File: config.mk
export PLATFORM = sky130hd
export DESIGN_NAME = aes_round_sequencer_flat
export DESIGN_NICKNAME = d
export VERILOG_FILES = /design/src/rtl/aes_round_sequencer_pkg.sv /design/src/rtl/aes_round_sequencer_if.sv /design/src/rtl/aes_round_sequencer_rcon_gen.sv /design/src/rtl/aes_round_sequencer.sv /design/src/flat_wrapper.sv
export SDC_FILE = /design/constraint.sdc
export NUM_CORES = 1
export LEC_CHECK = 0
export CORE_ASPECT_RATIO = 1.4
export CORE_MARGIN = 8
export CORE_UTILIZATION = 41
export DETAILED_ROUTE_END_ITERATION = 8
export HOLD_SLACK_MARGIN = 0.06
export PLACE_DENSITY = 0.75
export SYNTH_ARGS = -nofsm -noshare
export SYNTH_HDL_FRONTEND = slang
export SYNTH_SLANG_ARGS = --single-unit
File: constraint.sdc
create_clock -name clk -period 1.2 [get_ports clk]
set_input_delay 0.24 -clock clk [delete_from_list [all_inputs] [get_ports clk]]
set_output_delay 0.24 -clock clk [all_outputs]
set_load 0.01 [all_outputs]
File: src/rtl/aes_round_sequencer_pkg.sv
// Shared types and Rcon arithmetic for the AES round sequencer.
// Pure definitions: no latency, no flow control.
// Imported by the sequencer top and the Rcon generator.
package aes_round_sequencer_pkg;

    typedef enum logic [2:0] {
        ST_IDLE,
        ST_LOAD,
        ST_ADDKEY,
        ST_ROUND,
        ST_FINAL,
        ST_OUTPUT
    } aes_seq_state_t;

    localparam logic [7:0] AES_RCON_INIT = 8'h01;
    localparam logic [7:0] AES_RCON_POLY = 8'h1B;

    // Multiply by x in GF(2^8) modulo the AES polynomial.
    function automatic logic [7:0] aes_xtime(input logic [7:0] b);
        return {b[6:0], 1'b0} ^ (b[7] ? AES_RCON_POLY : 8'h00);
    endfunction

endpackage

File: src/rtl/aes_round_sequencer_if.sv
// Handshake and datapath-control bundle between the engine/datapath and the sequencer.
// master = engine/datapath side, slave = sequencer side.
// Optional perf counters appear only when AES_SEQ_PERF_EN is defined.
interface aes_round_sequencer_if;
    logic       in_valid_i;
    logic       in_ready_o;
    logic       out_valid_o;
    logic       out_ready_i;
    logic       load_o;
    logic       commit_o;
    logic       first_o;
    logic       last_o;
    logic       key_step_o;
    logic [7:0] rcon_o;
    logic [3:0] round_o;
    logic       busy_o;
`ifdef AES_SEQ_PERF_EN
    logic [31:0] perf_blocks_o;
    logic [31:0] perf_stall_o;

    modport master (
        output in_valid_i, out_ready_i,
        input  in_ready_o, out_valid_o, load_o, commit_o, first_o, last_o,
        input  key_step_o, rcon_o, round_o, busy_o, perf_blocks_o, perf_stall_o
    );
    modport slave (
        input  in_valid_i, out_ready_i,
        output in_ready_o, out_valid_o, load_o, commit_o, first_o, last_o,
        output key_step_o, rcon_o, round_o, busy_o, perf_blocks_o, perf_stall_o
    );
`else
    modport master (
        output in_valid_i, out_ready_i,
        input  in_ready_o, out_valid_o, load_o, commit_o, first_o, last_o,
        input  key_step_o, rcon_o, round_o, busy_o
    );
    modport slave (
        input  in_valid_i, out_ready_i,
        output in_ready_o, out_valid_o, load_o, commit_o, first_o, last_o,
        output key_step_o, rcon_o, round_o, busy_o
    );
`endif
endinterface

File: src/rtl/aes_round_sequencer_rcon_gen.sv
// Rcon register: init loads 8'h01, step advances by xtime; init has priority.
// Latency: new value visible the cycle after init/step.
// No flow control; steps only when told to.
module aes_rcon_gen
    import aes_round_sequencer_pkg::*;
(
    input  logic       clk,
    input  logic       reset_n,
    input  logic       init,
    input  logic       step,
    output logic [7:0] rcon
);

    always_ff @(posedge clk or negedge reset_n) begin
        if (!reset_n) begin
            rcon <= AES_RCON_INIT;
        end else if (init) begin
            rcon <= AES_RCON_INIT;
        end else if (step) begin
            rcon <= aes_xtime(rcon);
        end
    end

endmodule

File: src/rtl/aes_round_sequencer.sv
// Sequences an iterative AES datapath: load, AddRoundKey, NR-1 rounds, final round (optional perf counters: AES_SEQ_PERF_EN).
// Latency: accept at t -> out_valid_o at t+3+NR*ROUND_LAT; back-to-back blocks at the same interval.
// Backpressure: result held in OUTPUT until out_ready_i; in_ready_o follows out_ready_i there.
module aes_round_sequencer
    import aes_round_sequencer_pkg::*;
#(
    parameter int NR        = 10,
    parameter int ROUND_LAT = 1
) (
    input  logic clk,
    input  logic reset_n,
    input  logic clear,
    aes_round_sequencer_if.slave bus
);

    localparam int              LW         = $clog2(ROUND_LAT + 1);
    localparam logic [LW-1:0]   LAT_LAST   = LW'(ROUND_LAT - 1);
    localparam logic [3:0]      ROUND_LAST = 4'(NR);

    aes_seq_state_t state_q, state_d;
    logic [3:0]     round_q, round_d;
    logic [LW-1:0]  lat_q, lat_d;
    logic           load, commit, first, last, key_step, in_ready, out_valid;
    logic [7:0]     rcon;

    always_ff @(posedge clk or negedge reset_n) begin
        if (!reset_n) begin
            state_q <= ST_IDLE;
            round_q <= '0;
            lat_q   <= '0;
        end else begin
            state_q <= state_d;
            round_q <= round_d;
            lat_q   <= lat_d;
        end
    end

    always_comb begin
        state_d   = state_q;
        round_d   = round_q;
        lat_d     = lat_q;
        load      = 1'b0;
        commit    = 1'b0;
        first     = 1'b0;
        last      = 1'b0;
        key_step  = 1'b0;
        in_ready  = 1'b0;
        out_valid = 1'b0;
        case (state_q)
            ST_IDLE: begin
                in_ready = 1'b1;
                if (bus.in_valid_i) state_d = ST_LOAD;
            end
            ST_LOAD: begin
                load    = 1'b1;
                round_d = '0;
                lat_d   = '0;
                state_d = ST_ADDKEY;
            end
            ST_ADDKEY: begin
                commit   = 1'b1;
                first    = 1'b1;
                key_step = 1'b1;
                round_d  = 4'd1;
                state_d  = (NR == 1) ? ST_FINAL : ST_ROUND;
            end
            ST_ROUND: begin
                if (lat_q == LAT_LAST) begin
                    commit   = 1'b1;
                    key_step = 1'b1;
                    round_d  = round_q + 4'd1;
                    lat_d    = '0;
                    if (round_q + 4'd1 == ROUND_LAST) state_d = ST_FINAL;
                end else begin
                    lat_d = lat_q + 1'b1;
                end
            end
            ST_FINAL: begin
                if (lat_q == LAT_LAST) begin
                    commit  = 1'b1;
                    last    = 1'b1;
                    lat_d   = '0;
                    state_d = ST_OUTPUT;
                end else begin
                    lat_d = lat_q + 1'b1;
                end
            end
            ST_OUTPUT: begin
                out_valid = 1'b1;
                in_ready  = bus.out_ready_i;
                if (bus.out_ready_i) state_d = bus.in_valid_i ? ST_LOAD : ST_IDLE;
            end
            default: state_d = ST_IDLE;
        endcase
        // Clear aborts the block: nothing reaches the datapath this cycle.
        if (clear) begin
            state_d   = ST_IDLE;
            round_d   = '0;
            lat_d     = '0;
            load      = 1'b0;
            commit    = 1'b0;
            first     = 1'b0;
            last      = 1'b0;
            key_step  = 1'b0;
            in_ready  = 1'b0;
            out_valid = 1'b0;
        end
    end

    aes_rcon_gen u_rcon_gen (
        .clk     (clk),
        .reset_n (reset_n),
        .init    (clear | load),
        .step    (key_step),
        .rcon    (rcon)
    );

    assign bus.in_ready_o  = in_ready;
    assign bus.out_valid_o = out_valid;
    assign bus.load_o      = load;
    assign bus.commit_o    = commit;
    assign bus.first_o     = first;
    assign bus.last_o      = last;
    assign bus.key_step_o  = key_step;
    assign bus.rcon_o      = rcon;
    assign bus.round_o     = round_q;
    assign bus.busy_o      = (state_q != ST_IDLE);

`ifdef AES_SEQ_PERF_EN
    logic [31:0] perf_blocks_q, perf_stall_q;

    always_ff @(posedge clk or negedge reset_n) begin
        if (!reset_n) begin
            perf_blocks_q <= '0;
            perf_stall_q  <= '0;
        end else if (clear) begin
            perf_blocks_q <= '0;
            perf_stall_q  <= '0;
        end else if (state_q == ST_OUTPUT) begin
            if (bus.out_ready_i) perf_blocks_q <= perf_blocks_q + 32'd1;
            else                 perf_stall_q  <= perf_stall_q + 32'd1;
        end
    end

    assign bus.perf_blocks_o = perf_blocks_q;
    assign bus.perf_stall_o  = perf_stall_q;
`endif

endmodule

File: src/flat_wrapper.sv
// flat-port wrapper written by rule: the top's interface ports become plain ports
module aes_round_sequencer_flat import aes_round_sequencer_pkg::*;
#(
    parameter int NR        = 10,
    parameter int ROUND_LAT = 1
)
  (clk, reset_n, clear, bus_in_valid_i, bus_out_ready_i, bus_in_ready_o, bus_out_valid_o, bus_load_o, bus_commit_o, bus_first_o, bus_last_o, bus_key_step_o, bus_rcon_o, bus_round_o, bus_busy_o);
  aes_round_sequencer_if bus_i ();
  input  logic clk;
  input  logic reset_n;
  input  logic clear;
  input wire logic [$bits(bus_i.in_valid_i)-1:0] bus_in_valid_i;
  input wire logic [$bits(bus_i.out_ready_i)-1:0] bus_out_ready_i;
  output wire logic [$bits(bus_i.in_ready_o)-1:0] bus_in_ready_o;
  output wire logic [$bits(bus_i.out_valid_o)-1:0] bus_out_valid_o;
  output wire logic [$bits(bus_i.load_o)-1:0] bus_load_o;
  output wire logic [$bits(bus_i.commit_o)-1:0] bus_commit_o;
  output wire logic [$bits(bus_i.first_o)-1:0] bus_first_o;
  output wire logic [$bits(bus_i.last_o)-1:0] bus_last_o;
  output wire logic [$bits(bus_i.key_step_o)-1:0] bus_key_step_o;
  output wire logic [$bits(bus_i.rcon_o)-1:0] bus_rcon_o;
  output wire logic [$bits(bus_i.round_o)-1:0] bus_round_o;
  output wire logic [$bits(bus_i.busy_o)-1:0] bus_busy_o;
  assign bus_i.in_valid_i = bus_in_valid_i;
  assign bus_i.out_ready_i = bus_out_ready_i;
  assign bus_in_ready_o = bus_i.in_ready_o;
  assign bus_out_valid_o = bus_i.out_valid_o;
  assign bus_load_o = bus_i.load_o;
  assign bus_commit_o = bus_i.commit_o;
  assign bus_first_o = bus_i.first_o;
  assign bus_last_o = bus_i.last_o;
  assign bus_key_step_o = bus_i.key_step_o;
  assign bus_rcon_o = bus_i.rcon_o;
  assign bus_round_o = bus_i.round_o;
  assign bus_busy_o = bus_i.busy_o;
  aes_round_sequencer #(.NR(NR), .ROUND_LAT(ROUND_LAT)) u_core (.clk(clk), .reset_n(reset_n), .clear(clear), .bus(bus_i));
endmodule
==> results of run 1 <==
[per-layer routing]
layer,wire (um),global-route usage [%],part of all wire [%],vias up
met1,1220,17.1,34,539
met3,166,2.94,4.6,11
li1,-,-,-,489
met4,129,8.85,3.6,0
met5,0,0,0,-
met2,2080,31.6,58,36
[worst max-delay path: cells and delay by family, from the launching register on]
family	cells	cell delay (ns)
flops	1	0.45
buf+inv	2	0.27
simple gates	1	0.39
[state kept, by name, indices dropped and copies added (netlist names)]
signal and flops:
u_core.bus.round_o 4, u_core.state_q 3, u_core.u_rcon_gen.rcon 8
[metrics by stage]
step | hold slack (ns) | total power, W
6_report | 0.245 | 0.00147
5_1_grt | 0.261 | 0.00152
4_1_cts | 0.248 | 0.00135
3_5_place_dp | 0.548 | 0.000930
3_3_place_gp | 0.524 | 0.000918
2_1_floorplan | -0.0556 | 0.000739
[how the worst min path moves through the flow]
stage | from | endpoint | slack [ns] | depth (start not counted)
finish | reset_n | u_core.bus.round_o[3] | 0.25 | 2
floorplan | reset_n | u_core.bus.round_o[0] | -0.06 | 0
global route | reset_n | u_core.bus.round_o[3] | 0.26 | 2
global placement | u_core.u_rcon_gen.rcon[6] | u_core.u_rcon_gen.rcon[7] | 0.52 | 2
CTS | reset_n | u_core.u_rcon_gen.rcon[2] | 0.25 | 2
detailed placement | u_core.u_rcon_gen.rcon[6] | u_core.u_rcon_gen.rcon[7] | 0.55 | 2
[cell type report]
cell class	instances	area, um2	area share, %
inverters	1	3.75	0.213
flip-flops and latches	15	385	21.8
clock buffers	4	26.3	1.49
repair buffers	72	628	35.6
well taps	22	27.5	1.56
multi-input cells	79	694	39.3
[cells by family after synthesis]
group | count (synthesis)
XOR/XNOR | 3
AND/OR/NAND/NOR | 50
buffers and inverters | 7
adder cells (fa/ha/maj) | 2
flip-flops | 15
AO/OA/AOI/OAI | 22
multiplexers | 2
[Yosys cell counts]
cell | instances | area [um2]
and3b_1 | 1 | 8.76
and3_1 | 1 | 6.26
a21o_1 | 1 | 7.51
o21ai_0 | 2 | 10.0
nand2_1 | 12 | 45.0
buf_2 | 2 | 10.0
xnor2_1 | 3 | 26.3
nor4b_1 | 1 | 8.76
nand2b_1 | 3 | 18.8
or3_1 | 1 | 6.26
nor3_1 | 1 | 5.00
dfrtp_1 | 14 | 350
inv_1 | 1 | 3.75
a21boi_1 | 1 | 7.51
nor2_1 | 19 | 71.3
o21bai_2 | 1 | 11.3
nand3_1 | 3 | 15.0
dfstp_2 | 1 | 26.3
ha_1 | 2 | 25.0
a211oi_1 | 3 | 22.5
mux2i_1 | 1 | 10.0
clkbuf_1 | 3 | 11.3
o22ai_1 | 1 | 6.26
nand3b_1 | 3 | 22.5
nand2_2 | 1 | 6.26
and2_1 | 1 | 6.26
o2111ai_2 | 1 | 15.0
or2_2 | 1 | 6.26
and2b_1 | 1 | 7.51
a32oi_1 | 2 | 17.5
mux2_1 | 1 | 11.3
a311oi_2 | 1 | 15.0
or2_1 | 1 | 6.26
a21oi_1 | 9 | 45.0
buf_1 | 1 | 3.75
[power by group]
part	switching [W]	leakage [nW]	internal, W
logic	0.000281	0.568	0.000309
clock network	0.000188	0.0150	0.000130
registers	0.0000236	0.192	0.000535
[timing repair]
| item | 4_1_cts | 5_1_grt |
|---|---|---|
| setup buffers | 19 | 9 |
| pin swaps | 19 | 15 |
| gates resized for setup | 102 | 42 |
| endpoints found under the hold margin | 0 | 0 |
| endpoints found under the setup margin | 35 | 30 |
==> impl_metrics.ini, run 1 <==
[outcome]
status = finished with violations
failed_checks = setup timing

[synthesis]
syn_nets = 108
yosysSeqAreaShare_pct = 43.0
ys_types = 35
synth-simple-area-share_pct = 27.4
netlist_area_um2 = 876
synth_top_family_by_area = simple AND/OR/NAND/NOR gates
synth_area_per_cell_um2 = 8.67
synth_compound_area_share_pct = 18.0
muxShareOfSynthArea_pct = 2.43
ys_ff_latch = 15
synth-xor-area-share_pct = 3.00
netlist_instances = 101
ys_warn_count = 0
yosys.area_share.adder_pct = 2.86

[sta]
final_hold_viol_count = 0
fin_crit_sh_pct = 137
setup_ws_ns = -0.448
max_freq_ghz = 0.607
rsz0062_at_grt = yes
setup_violations = 25
worst_pin_slew_ns = 0.335
skew_ns = 0.00414
fin_setup_tns_ns = -5.08
period_needed_ns = 1.65
slew-limit-headroom_pct = 77.4
maxSlewViolCount = 0

[clock_tree]
cts_hold_buffers = 0
cts_max_path_buffers = 2
root_buffer = clkbuf_4
clock-sinks = 15
cts_buffers = 3
cts_tree = yes
clk-insertion-delay-late_ns = 0.31
htree_num_levels = 1
clkTransAtPathRegs_ns = 0.10

[critical_path]
crit_type = reg2out
crit_path_frequent_cell = buf_6
cp_cell_sequence = buf_6, or3_4, buf_6
critPathRequiredTime_ns = 0.96
cp_data_arrival_time_ns = 1.41
crit_start = u_core.state_q[1]
reg2reg_slack_ns = -0.26
r2r_start = u_core.state_q[2]
r2r_cells = 8
cp-endpoint = bus_busy_o
cp_slowest_cell = dfrtp_2
critPathMaxStageDelay_ns = 0.45
critPathCaptureType = output port
r2r_end = u_core.bus.round_o[1]
cp_max_fo = 6
worstSetupStartpointType = flip-flop

[drt]
vias_per_cell = 5.57
vias = 1075
drc = 0
ant_nets = 0
drt_iter0_markers = 20
drt_first_pass_iters = 4
drt_wl_total_um = 3600
wl_per_cell_um = 18.7

[cells_and_area]
final_common_cell = buf_4
n_antenna_cell = 0
synthToLayoutAreaGrowth_pct = 102
fin_area_um2 = 1770
num-nets-final = 179
drive_above_1_share_pct = 66.7
stdcell_count = 193
layout_common_cells = buf_4, buf_6, nand2_1, nor2_1
fillers = 124
final_core_util_pct = 84.0

[pwr]
ir_drop_mv = 0.553
p_per_area_nw_per_um2 = 830
p_leak_nw = 0.774

[placement]
placed_area_um2 = 1300
place_ws_ns = -0.711
dp_hpwl_um = 1920
dp.cells = 162
place_congestion = 0.782
portBuffers = 24

[floorplan]
coreArea_um2 = 2100
initial_core_util_pct = 41.7
num_rows = 20
dieArea_um2 = 3890
dieHeight_um = 70.7
fp.dieW_um = 55.1
io_pins = 25

[global_routing]
grt_max_degree = 16
antenna_found_initial = 0
track_usage_pct = 17.4
grt_pass1_vias = 1094
grt-ovfl-total = 0
grt_pass1_wl_um = 5140

[run]
drv_cap = 0

[min_path]
hold_class = in2async
Power figures use the tool's default switching activity.
==> run 2, diff against run 1 <==
- HOLD_SLACK_MARGIN: 0.06 -> 0.1
==> results of run 2 <==
Final layout, timing and power as in run 1 (identical DEF).
